===== src/rtl/fp_status_pkg.sv =====
// fp_status_pkg
//   Shared types for the fp_mult result path.
//   - STAT_* : bit positions of the multiplier status byte (bit7 = overflow).
//   - fp_status_t : the status byte as named flags (MSB first).
//   - fp_result_t : one FIFO entry {z, status}.
//   - status_illegal() : flag combinations that a correct multiplier never
//     reports together.
package fp_status_pkg;

  localparam int unsigned STAT_OVF     = 7;
  localparam int unsigned STAT_UNF     = 6;
  localparam int unsigned STAT_ZERO    = 5;
  localparam int unsigned STAT_INF     = 4;
  localparam int unsigned STAT_NAN     = 3;
  localparam int unsigned STAT_TINY    = 2;
  localparam int unsigned STAT_HUGE    = 1;
  localparam int unsigned STAT_INEXACT = 0;

  localparam int unsigned NUM_FLAGS    = 8;

  typedef struct packed {
    logic overflow;
    logic underflow;
    logic zero_f;
    logic inf_f;
    logic nan_f;
    logic tiny_f;
    logic huge_f;
    logic inexact_f;
  } fp_status_t;

  typedef struct packed {
    logic [31:0] z;
    fp_status_t  status;
  } fp_result_t;

  // A result cannot be two of {zero, inf, nan} at once, nor both huge and tiny.
  function automatic logic status_illegal(input fp_status_t s);
    return (s.zero_f && s.inf_f) ||
           (s.zero_f && s.nan_f) ||
           (s.inf_f  && s.nan_f) ||
           (s.huge_f && s.tiny_f);
  endfunction

endpackage


===== src/rtl/fp_result_fifo.sv =====
// fp_result_fifo
//   Synchronous FIFO of fp_result_t entries.
//   Ports:
//     clk, rst (sync, active-low)
//     push, wdata     : write side; ignored when full
//     pop             : read side; ignored when empty
//     rdata           : head entry (all zeros while empty)
//     full, empty     : occupancy flags from registered count
//   Parameters: DEPTH (power of two, >= 2).
module fp_result_fifo
  import fp_status_pkg::*;
#(
  parameter int unsigned DEPTH = 4
) (
  input  logic       clk,
  input  logic       rst,
  input  logic       push,
  input  fp_result_t wdata,
  input  logic       pop,
  output fp_result_t rdata,
  output logic       full,
  output logic       empty
);

  localparam int unsigned PTR_W = $clog2(DEPTH);
  localparam int unsigned CNT_W = PTR_W + 1;

  logic [PTR_W-1:0] wr_ptr_q, wr_ptr_d;
  logic [PTR_W-1:0] rd_ptr_q, rd_ptr_d;
  logic [CNT_W-1:0] count_q, count_d;
  fp_result_t       mem_q [DEPTH];
  fp_result_t       mem_d [DEPTH];

  logic do_push;
  logic do_pop;

  assign full    = (count_q == CNT_W'(DEPTH));
  assign empty   = (count_q == '0);
  assign do_push = push && !full;
  assign do_pop  = pop && !empty;

  // Head is read straight from storage; gated to zero while empty so the
  // output is clean after reset even though storage itself is not reset.
  assign rdata   = empty ? '0 : mem_q[rd_ptr_q];

  always_comb begin
    mem_d    = mem_q;
    wr_ptr_d = wr_ptr_q;
    rd_ptr_d = rd_ptr_q;
    count_d  = count_q;

    if (do_push) begin
      mem_d[wr_ptr_q] = wdata;
      wr_ptr_d        = wr_ptr_q + PTR_W'(1);
    end
    if (do_pop) begin
      rd_ptr_d = rd_ptr_q + PTR_W'(1);
    end

    case ({do_push, do_pop})
      2'b10:   count_d = count_q + CNT_W'(1);
      2'b01:   count_d = count_q - CNT_W'(1);
      default: count_d = count_q;
    endcase
  end

  always_ff @(posedge clk) begin
    if (!rst) begin
      wr_ptr_q <= '0;
      rd_ptr_q <= '0;
      count_q  <= '0;
    end else begin
      wr_ptr_q <= wr_ptr_d;
      rd_ptr_q <= rd_ptr_d;
      count_q  <= count_d;
    end
  end

  // Data storage carries no reset; validity is tracked by count_q alone.
  always_ff @(posedge clk) begin
    mem_q <= mem_d;
  end

endmodule


===== src/rtl/fp_mult_result_collector.sv =====
// fp_mult_result_collector
//   Collects fp_mult_top results into a FIFO with valid/ready output and
//   keeps sticky exception flags plus per-flag saturating event counters.
//   Ports:
//     clk, rst (sync, active-low)
//     in_valid/in_ready, in_z[31:0], in_status[7:0] : upstream results
//     out_valid/out_ready, out_z, out_status          : buffered head
//     clr             : clears sticky, counters and status_err
//     sticky[7:0]     : OR of status of every accepted result
//     cnt_sel[2:0]    : counter select (index = status bit number)
//     cnt_value       : registered value of the selected counter
//     status_err      : sticky illegal-status indicator
//   Parameters: DEPTH (FIFO entries), CNT_W (counter width).
//   Build option: define FP_STATUS_CHECK_EN to enable the illegal-status
//   checker; otherwise status_err is tied low.
module fp_mult_result_collector
  import fp_status_pkg::*;
#(
  parameter int unsigned DEPTH = 4,
  parameter int unsigned CNT_W = 16
) (
  input  logic             clk,
  input  logic             rst,
  input  logic             in_valid,
  input  logic [31:0]      in_z,
  input  logic [7:0]       in_status,
  output logic             in_ready,
  output logic             out_valid,
  output logic [31:0]      out_z,
  output logic [7:0]       out_status,
  input  logic             out_ready,
  input  logic             clr,
  output logic [7:0]       sticky,
  input  logic [2:0]       cnt_sel,
  output logic [CNT_W-1:0] cnt_value,
  output logic             status_err
);

  fp_result_t in_entry;
  fp_result_t head;
  logic       fifo_full;
  logic       fifo_empty;
  logic       push;
  logic       pop;

  logic [7:0]       sticky_q, sticky_d;
  logic [CNT_W-1:0] cnt_q [NUM_FLAGS];
  logic [CNT_W-1:0] cnt_d [NUM_FLAGS];
  logic [CNT_W-1:0] cnt_value_q, cnt_value_d;

  always_comb begin
    in_entry.z      = in_z;
    in_entry.status = fp_status_t'(in_status);
  end

  // in_ready depends only on registered occupancy, so a full FIFO cannot
  // accept in the same cycle it is popped.
  assign in_ready  = !fifo_full;
  assign out_valid = !fifo_empty;
  assign push      = in_valid && in_ready;
  assign pop       = out_valid && out_ready;

  fp_result_fifo #(
    .DEPTH (DEPTH)
  ) u_fifo (
    .clk   (clk),
    .rst   (rst),
    .push  (push),
    .wdata (in_entry),
    .pop   (pop),
    .rdata (head),
    .full  (fifo_full),
    .empty (fifo_empty)
  );

  assign out_z      = head.z;
  assign out_status = head.status;

  // clr wins over history but not over a concurrent push: that push's
  // flags and counts survive as the new starting point.
  always_comb begin
    sticky_d = sticky_q;
    if (clr) begin
      sticky_d = push ? in_status : '0;
    end else if (push) begin
      sticky_d = sticky_q | in_status;
    end
  end

  always_comb begin
    for (int unsigned i = 0; i < NUM_FLAGS; i++) begin
      cnt_d[i] = cnt_q[i];
      if (clr) begin
        cnt_d[i] = (push && in_status[i]) ? CNT_W'(1) : '0;
      end else if (push && in_status[i] && !(&cnt_q[i])) begin
        cnt_d[i] = cnt_q[i] + CNT_W'(1);
      end
    end
  end

  // Readout samples the pre-update counter, giving one cycle of latency.
  always_comb begin
    cnt_value_d = cnt_q[cnt_sel];
  end

  always_ff @(posedge clk) begin
    if (!rst) begin
      sticky_q    <= '0;
      cnt_value_q <= '0;
      for (int unsigned i = 0; i < NUM_FLAGS; i++) begin
        cnt_q[i] <= '0;
      end
    end else begin
      sticky_q    <= sticky_d;
      cnt_value_q <= cnt_value_d;
      for (int unsigned i = 0; i < NUM_FLAGS; i++) begin
        cnt_q[i] <= cnt_d[i];
      end
    end
  end

  assign sticky    = sticky_q;
  assign cnt_value = cnt_value_q;

`ifdef FP_STATUS_CHECK_EN
  logic status_err_q, status_err_d;

  // Set takes priority over clr so an illegal push in the clr cycle is kept.
  always_comb begin
    status_err_d = clr ? 1'b0 : status_err_q;
    if (push && status_illegal(fp_status_t'(in_status))) begin
      status_err_d = 1'b1;
    end
  end

  always_ff @(posedge clk) begin
    if (!rst) begin
      status_err_q <= 1'b0;
    end else begin
      status_err_q <= status_err_d;
    end
  end

  assign status_err = status_err_q;
`else
  assign status_err = 1'b0;
`endif

endmodule


===== config.mk =====
export PLATFORM = sky130hd
export DESIGN_NAME = fp_mult_result_collector
export DESIGN_NICKNAME = d
export VERILOG_FILES = /design/src/rtl/fp_status_pkg.sv /design/src/rtl/fp_result_fifo.sv /design/src/rtl/fp_mult_result_collector.sv
export SDC_FILE = /design/constraint.sdc
export NUM_CORES = 1
export LEC_CHECK = 0
export ABC_AREA = 1
export CAP_MARGIN = 20
export CORE_MARGIN = 2
export CORE_UTILIZATION = 60
export DETAILED_ROUTE_END_ITERATION = 16
export PLACE_DENSITY_LB_ADDON = 0.15
export SKIP_CTS_REPAIR_TIMING = 1
export SLEW_MARGIN = 40
export SYNTH_ARGS = -nofsm -noshare
export SYNTH_HDL_FRONTEND = slang
export SYNTH_SLANG_ARGS = --single-unit

===== constraint.sdc =====
create_clock -name clk -period 3.6 [get_ports clk]
set_input_delay 0.72 -clock clk [delete_from_list [all_inputs] [get_ports clk]]
set_output_delay 0.72 -clock clk [all_outputs]
set_load 0.01 [all_outputs]

==> results.py, run 1 <==
metrics = {
    "detailed_routing": {
        "firstDrtPassIters": 5,
        "vias": 14234,
        "vias_per_cell": 5.61,
        "drt_iter0_drc": 1358,
        "wirelength_um": 41000,
        "drc_errors": 0,
        "ant_nets": 0,
        "wire_per_inst_um": 16.1,
    },
    "place": {
        "placed_area_mm2": 0.0178,
        "pre_cts_ws_ns": 0.796,
        "io_buffers": 113,
        "place_congestion": 0.923,
        "dp.cells": 2476,
        "hpwl_um": 27500,
    },
    "pwr": {
        "p_switching_mw": 2.91,
        "power.internal_mw": 6.99,
        "ir_worst_vdd_mv": 0.385,
        "power_leakage_nw": 6.47,
        "p_sw_frac": 0.294,
        "power.density_mw_per_mm2": 523,
        "pwr-share-seq": 0.420,
        "combPwrFrac": 0.230,
        "clkPwrFrac": 0.350,
        "power.total_mw": 9.90,
    },
    "cells_and_area": {
        "final_cell_area_mm2": 0.0189,
        "final_cells": 2539,
        "nNetsFinal": 2234,
        "final_core_util": 0.703,
        "antenna_cells": 0,
        "area_growth_pct": 14.8,
        "drive_gt1_frac": 0.108,
    },
    "worst_setup_path": {
        "worstSetupPathType": "reg2out",
        "cp.arrival_ns": 2.73,
        "reg2reg_depth": 10,
        "start_kind": "flop",
        "crit_path_max_incr_delay_ns": 0.65,
        "cp_slowest_cell": "dfxtp_2",
        "crit_required_ns": 2.88,
        "worst_path_most_repeated_cell": "nor2_1",
        "critPathCaptureType": "primary output",
        "path_cells": "buf_4, nor2_1, nor2_1, o21ai_0, a21oi_1, clkdlybuf4s50_1",
        "worstPathMaxFanout": 27,
    },
    "grt": {
        "grt_max_degree": 69,
        "grt_pass1_wl_um": 66000,
        "grt_usage": 0.283,
        "antenna_found_initial": 0,
        "overflow": 0,
        "grt_pass1_vias": 13384,
    },
    "sta": {
        "finalSetupViolCount": 0,
        "grt_setup_unrepaired": "no",
        "clock_skew_ns": 0.0161,
        "final_hold_viol_count": 0,
        "drv_slew": 0,
        "min_period_ns": 3.45,
        "period_share": 0.957,
        "fmax_mhz": 290,
        "relSlewSlack": 0.597,
        "setup_ws_ns": 0.154,
        "hold_ws_ns": 0.467,
        "tightestPinTransition_ns": 0.605,
        "fin_tns_setup_ns": 0,
    },
    "job": {
        "drv_cap": 0,
    },
    "yosys": {
        "synth_cell_types": 41,
        "yosysTopAreaCellShare": 0.291,
        "synth_area_per_cell_um2": 7.88,
        "yosys_warnings": 0,
        "yosysSeqAreaShare": 0.484,
        "syn_nets": 2155,
        "ys_top_cells_by_count": "nand2_1, nor2_1, o21ai_0, a21oi_1, edfxtp_1",
        "syn-cell-area_mm2": 0.0165,
        "synthFlopType": "edfxtp_1",
        "synth_seq_cells": 319,
        "syn_inst": 2093,
        "synth-edff-count": 160,
        "synth_area_leaders": "edfxtp_1, dfxtp_1, nand2_1, nor2_1, o21ai_0",
        "synth_most_common_cell": "nand2_1",
        "synthArstFlopShare": 0,
        "yosysTopAreaCell": "edfxtp_1",
    },
    "hold_path": {
        "holdCritPathClass": "reg2reg",
        "hold_depth": 2,
    },
    "die": {
        "fp.dieW_um": 170,
        "rows": 60,
        "die_h_um": 170,
        "core-area_mm2": 0.0270,
        "start_util": 0.612,
        "ios": 115,
        "die_area_mm2": 0.0288,
    },
    "clocking": {
        "cts_sinks": 319,
        "insertion_delay_ns": 0.52,
        "clk_path_buf_depth": 3,
        "clk_pin_slew_ns": 0.06,
        "cts-htree-levels": 2,
        "cts_buffers": 35,
        "root_buffer": "clkbuf_16",
        "cts_tree": "done",
    },
    "run_status": {
        "status": "complete, no violations",
    },
}
-- final timing paths --
kind              slack, ns                             from                              to
setup / recovery       0.15  u_fifo.rd_ptr_q[0]$_SDFFE_PN0P_                   out_status[2]
hold / removal         0.47           sticky[6]$_SDFFE_PN0P_          sticky[6]$_SDFFE_PN0P_
setup reg to reg       1.29   u_fifo.count_q[2]$_SDFFE_PN0P_  u_fifo.count_q[2]$_SDFFE_PN0P_
hold reg to reg        0.47           sticky[6]$_SDFFE_PN0P_          sticky[6]$_SDFFE_PN0P_
-- critical path: cells and delay by family (launching register included) --
family                 cells  cell delay [ns]
AO/OA/AOI/OAI              2             0.38
buffers and inverters      2             0.97
AND/OR/NAND/NOR            2             0.20
flip-flops                 1             0.65
-- area by class of cell --
type,count,area [µm²]
Fill cell,2118,8020
Sequential cell,319,7990
Multi-Input combinational cell,1543,7530
Timing Repair Buffer,134,1330
Clock buffer,47,992
Inverter,139,532
Tap cell,341,427
Clock inverter,16,133
-- per-layer routing --
metal | track usage | share of wire
met5 | 0 | 0
met3 | 0.0371 | 0.068
met1 | 0.381 | 0.44
met2 | 0.475 | 0.47
met4 | 0.0977 | 0.030
-- cell usage in the layout, fill, tap and decap left out, drive strengths merged --
master / netlist / final
a21oi: 215 / 215
a31oi: 10 / 10
and2: 5 / 5
buf: 41 / 22
bufinv: 0 / 1
clkbuf: 51 / 47
clkdlybuf4s50: 0 / 112
clkinv: 3 / 16
conb: 1 / 1
dfxtp: 159 / 159
edfxtp: 160 / 160
fa: 1 / 1
ha: 13 / 13
inv: 136 / 138
nand2: 540 / 540
nand3: 62 / 62
nand4: 34 / 34
nor2: 396 / 396
nor3: 1 / 1
o211ai: 2 / 2
o21ai: 222 / 222
o22ai: 4 / 4
xnor2: 18 / 18
xor2: 19 / 19
-- cell families (layout without fill, tap and decap cells) --
group,Yosys count,in the layout,synth area share
and+or+nand+nor,1038,1038,0.274
xor gates and xnor gates,37,37,0.0197
buffers and inverters,231,336,0.0612
other,1,1,0.000227
DFF,319,319,0.484
adders and majority gates,14,14,0.0111
AOI/OAI and AO/OA,453,453,0.149
-- power groups by stage --
| stage | registers (mW) | clock network (mW) | logic, mW |
|---|---|---|---|
| after floorplan | 4.20 | 0 | 1.27 |
| after global placement | 4.23 | 0 | 2.20 |
| after detailed placement | 4.23 | 0 | 2.26 |
| after CTS | 4.16 | 3.52 | 2.28 |
| after global routing | 4.17 | 3.66 | 2.49 |
| final | 4.16 | 3.47 | 2.27 |
-- sequential cells by signal, summed over array words and instances (netlist names) --
| register | count |
|---|---|
| cnt_value | 16 |
| u_fifo.count_q | 3 |
| u_fifo.mem_q | 160 |
| u_fifo.wr_ptr_q | 2 |
| sticky | 8 |
| u_fifo.rd_ptr_q | 2 |
| cnt_q | 128 |
No activity file was read; power rests on OpenSTA's default activity.
==> run 2: changes to the inputs <==
--- a/config.mk
+++ b/config.mk
@@ -7,7 +7,7 @@
 export LEC_CHECK = 0
 export ABC_AREA = 1
 export CAP_MARGIN = 20
-export CORE_MARGIN = 2
+export CORE_MARGIN = 5
 export CORE_UTILIZATION = 60
 export DETAILED_ROUTE_END_ITERATION = 16
 export PLACE_DENSITY_LB_ADDON = 0.15
==> run 2 against run 1 <==
Effect of this change: flip-flop and latch count stayed put; via count is 0.70% higher; cell area hardly changed; worst hold slack worse by 0.0096 ns; register-to-register slack worse by 0.02 ns; fmax is 2.7% higher; setup slack better by 0.090 ns; sequential power hardly changed; largest cell class unchanged; highest routed layer is now met5.
==> results.py, run 2 (synthesis gave the netlist of run 1 again) <==
metrics = {
    "clocking": {
        "insertion_delay_ns": 0.52,
        "cts_sinks": 319,
        "cts-htree-levels": 2,
        "cts_tree": "done",
        "clk_pin_slew_ns": 0.05,
        "cts_buffers": 35,
        "root_buffer": "clkbuf_16",
        "clk_path_buf_depth": 3,
    },
    "die": {
        "ios": 115,
        "core-area_mm2": 0.0270,
        "rows": 60,
        "fp.dieW_um": 176,
        "die_h_um": 176,
        "die_area_mm2": 0.0309,
        "start_util": 0.610,
    },
    "cells_and_area": {
        "fill_cells": 2139,
        "area_growth_pct": 14.9,
        "final_common_cell": "nand2_1",
        "antenna_cells": 0,
        "largest_register_ffs": 160,
        "drive_gt1_frac": 0.106,
        "layout_common_cells": "nand2_1, nor2_1, o21ai_0",
        "largest-register": "u_fifo.mem_q",
        "nNetsFinal": 2236,
        "final_core_util": 0.701,
        "final_cells": 2542,
    },
    "sta": {
        "final_hold_viol_count": 0,
        "min_period_ns": 3.36,
        "grt_setup_unrepaired": "no",
        "setup_ws_ns": 0.243,
        "fin_tns_setup_ns": 0,
        "finalSetupViolCount": 0,
        "clock_skew_ns": 0.0181,
        "relSlewSlack": 0.592,
        "period_share": 0.932,
        "drv_slew": 0,
        "tightestPinTransition_ns": 0.612,
        "fmax_mhz": 298,
    },
    "hold_path": {
        "hold_depth": 2,
        "holdCritPathClass": "reg2reg",
    },
    "pwr": {
        "power.density_mw_per_mm2": 526,
        "ir_worst_vdd_mv": 0.330,
        "power.total_mw": 9.96,
        "power_leakage_nw": 6.47,
    },
    "worst_setup_path": {
        "timing.rr.end": "u_fifo.count_q[2]$_SDFFE_PN0P_",
        "worstPathMaxFanout": 29,
        "cp-endpoint": "out_z[29]",
        "crit_required_ns": 2.88,
        "rrSetupSlack_ns": 1.27,
        "worstSetupPathType": "reg2out",
        "start_kind": "flop",
        "cp.arrival_ns": 2.64,
        "cp-startpoint": "u_fifo.rd_ptr_q[0]$_SDFFE_PN0P_",
        "r2r_start": "u_fifo.count_q[2]$_SDFFE_PN0P_",
        "critPathCaptureType": "primary output",
        "reg2reg_depth": 10,
    },
    "grt": {
        "grt_usage": 0.268,
        "grt_pass1_vias": 13378,
        "overflow": 0,
        "grt_pass1_wl_um": 68200,
        "antenna_found_initial": 1,
        "grt_max_degree": 73,
    },
    "place": {
        "dp.cells": 2478,
        "hpwl_um": 28500,
        "io_buffers": 113,
        "pre_cts_ws_ns": 0.810,
        "place_congestion": 0.926,
    },
    "detailed_routing": {
        "vias_per_cell": 5.64,
        "drc_errors": 0,
        "ant_nets": 0,
        "drt_iter0_drc": 1334,
        "wirelength_um": 42300,
        "vias": 14333,
        "firstDrtPassIters": 5,
        "wire_per_inst_um": 16.7,
    },
    "job": {
        "drv_cap": 0,
    },
    "run_status": {
        "status": "complete, no violations",
    },
}
## run 2: changes by cell type in the layout (fill, tap and decap cells not counted), sizes merged
cell / previous run / this run
buf: 22 / 24
bufinv: 1 / 2
clkbuf: 47 / 52
clkinv: 16 / 11
clkinvlp: 0 / 1
inv: 138 / 137
## run 2: final cells by class
class | count | area (µm²) | area share
inverter | 139 | 532 | 0.0281
tap | 341 | 427 | 0.0225
multi-input combinational | 1543 | 7530 | 0.397
clock buffer | 52 | 991 | 0.0523
clock inverter | 12 | 134 | 0.00706
sequential | 319 | 7990 | 0.422
timing repair buffer | 136 | 1350 | 0.0712
## run 2: metrics by stage
step	hold WS [ns]	cell area (µm²)
after detailed placement	0.448	17800
after floorplan	0.465	16500
after global placement	0.439	17800
after global routing	0.501	19000
final	0.457	19000
after CTS	0.463	19000
## run 2: worst min-delay path by stage
stage,from,end
after floorplan,cnt_q[1][6]$_SDFFE_PP0P_,cnt_q[1][6]$_SDFFE_PP0P_
after global placement,sticky[4]$_SDFFE_PN0P_,sticky[4]$_SDFFE_PN0P_
after detailed placement,sticky[0]$_SDFFE_PN0P_,sticky[0]$_SDFFE_PN0P_
after CTS,sticky[0]$_SDFFE_PN0P_,sticky[0]$_SDFFE_PN0P_
after global routing,sticky[0]$_SDFFE_PN0P_,sticky[0]$_SDFFE_PN0P_
final,sticky[0]$_SDFFE_PN0P_,sticky[0]$_SDFFE_PN0P_
## run 2: critical path, cell delays in order (launching register included)
cell             delay, ns
dfxtp_2               0.63
buf_4                 0.40
nor2_1                0.09
nor2_1                0.09
o21ai_0               0.09
a21oi_1               0.24
clkdlybuf4s50_1       0.58
## run 2: per-layer routing
metal,global-route usage,vias to the layer above,share of wire
li1,-,7072,-
met1,0.367,6702,0.44
met2,0.452,491,0.47
met3,0.0400,66,0.068
met4,0.0679,2,0.023
met5,0,-,0.00017
## run 2: where the power goes
| group | internal (mW) | switching, mW |
|---|---|---|
| sequential | 4.05 | 0.114 |
| clock | 2.07 | 1.43 |
| combinational | 0.922 | 1.38 |
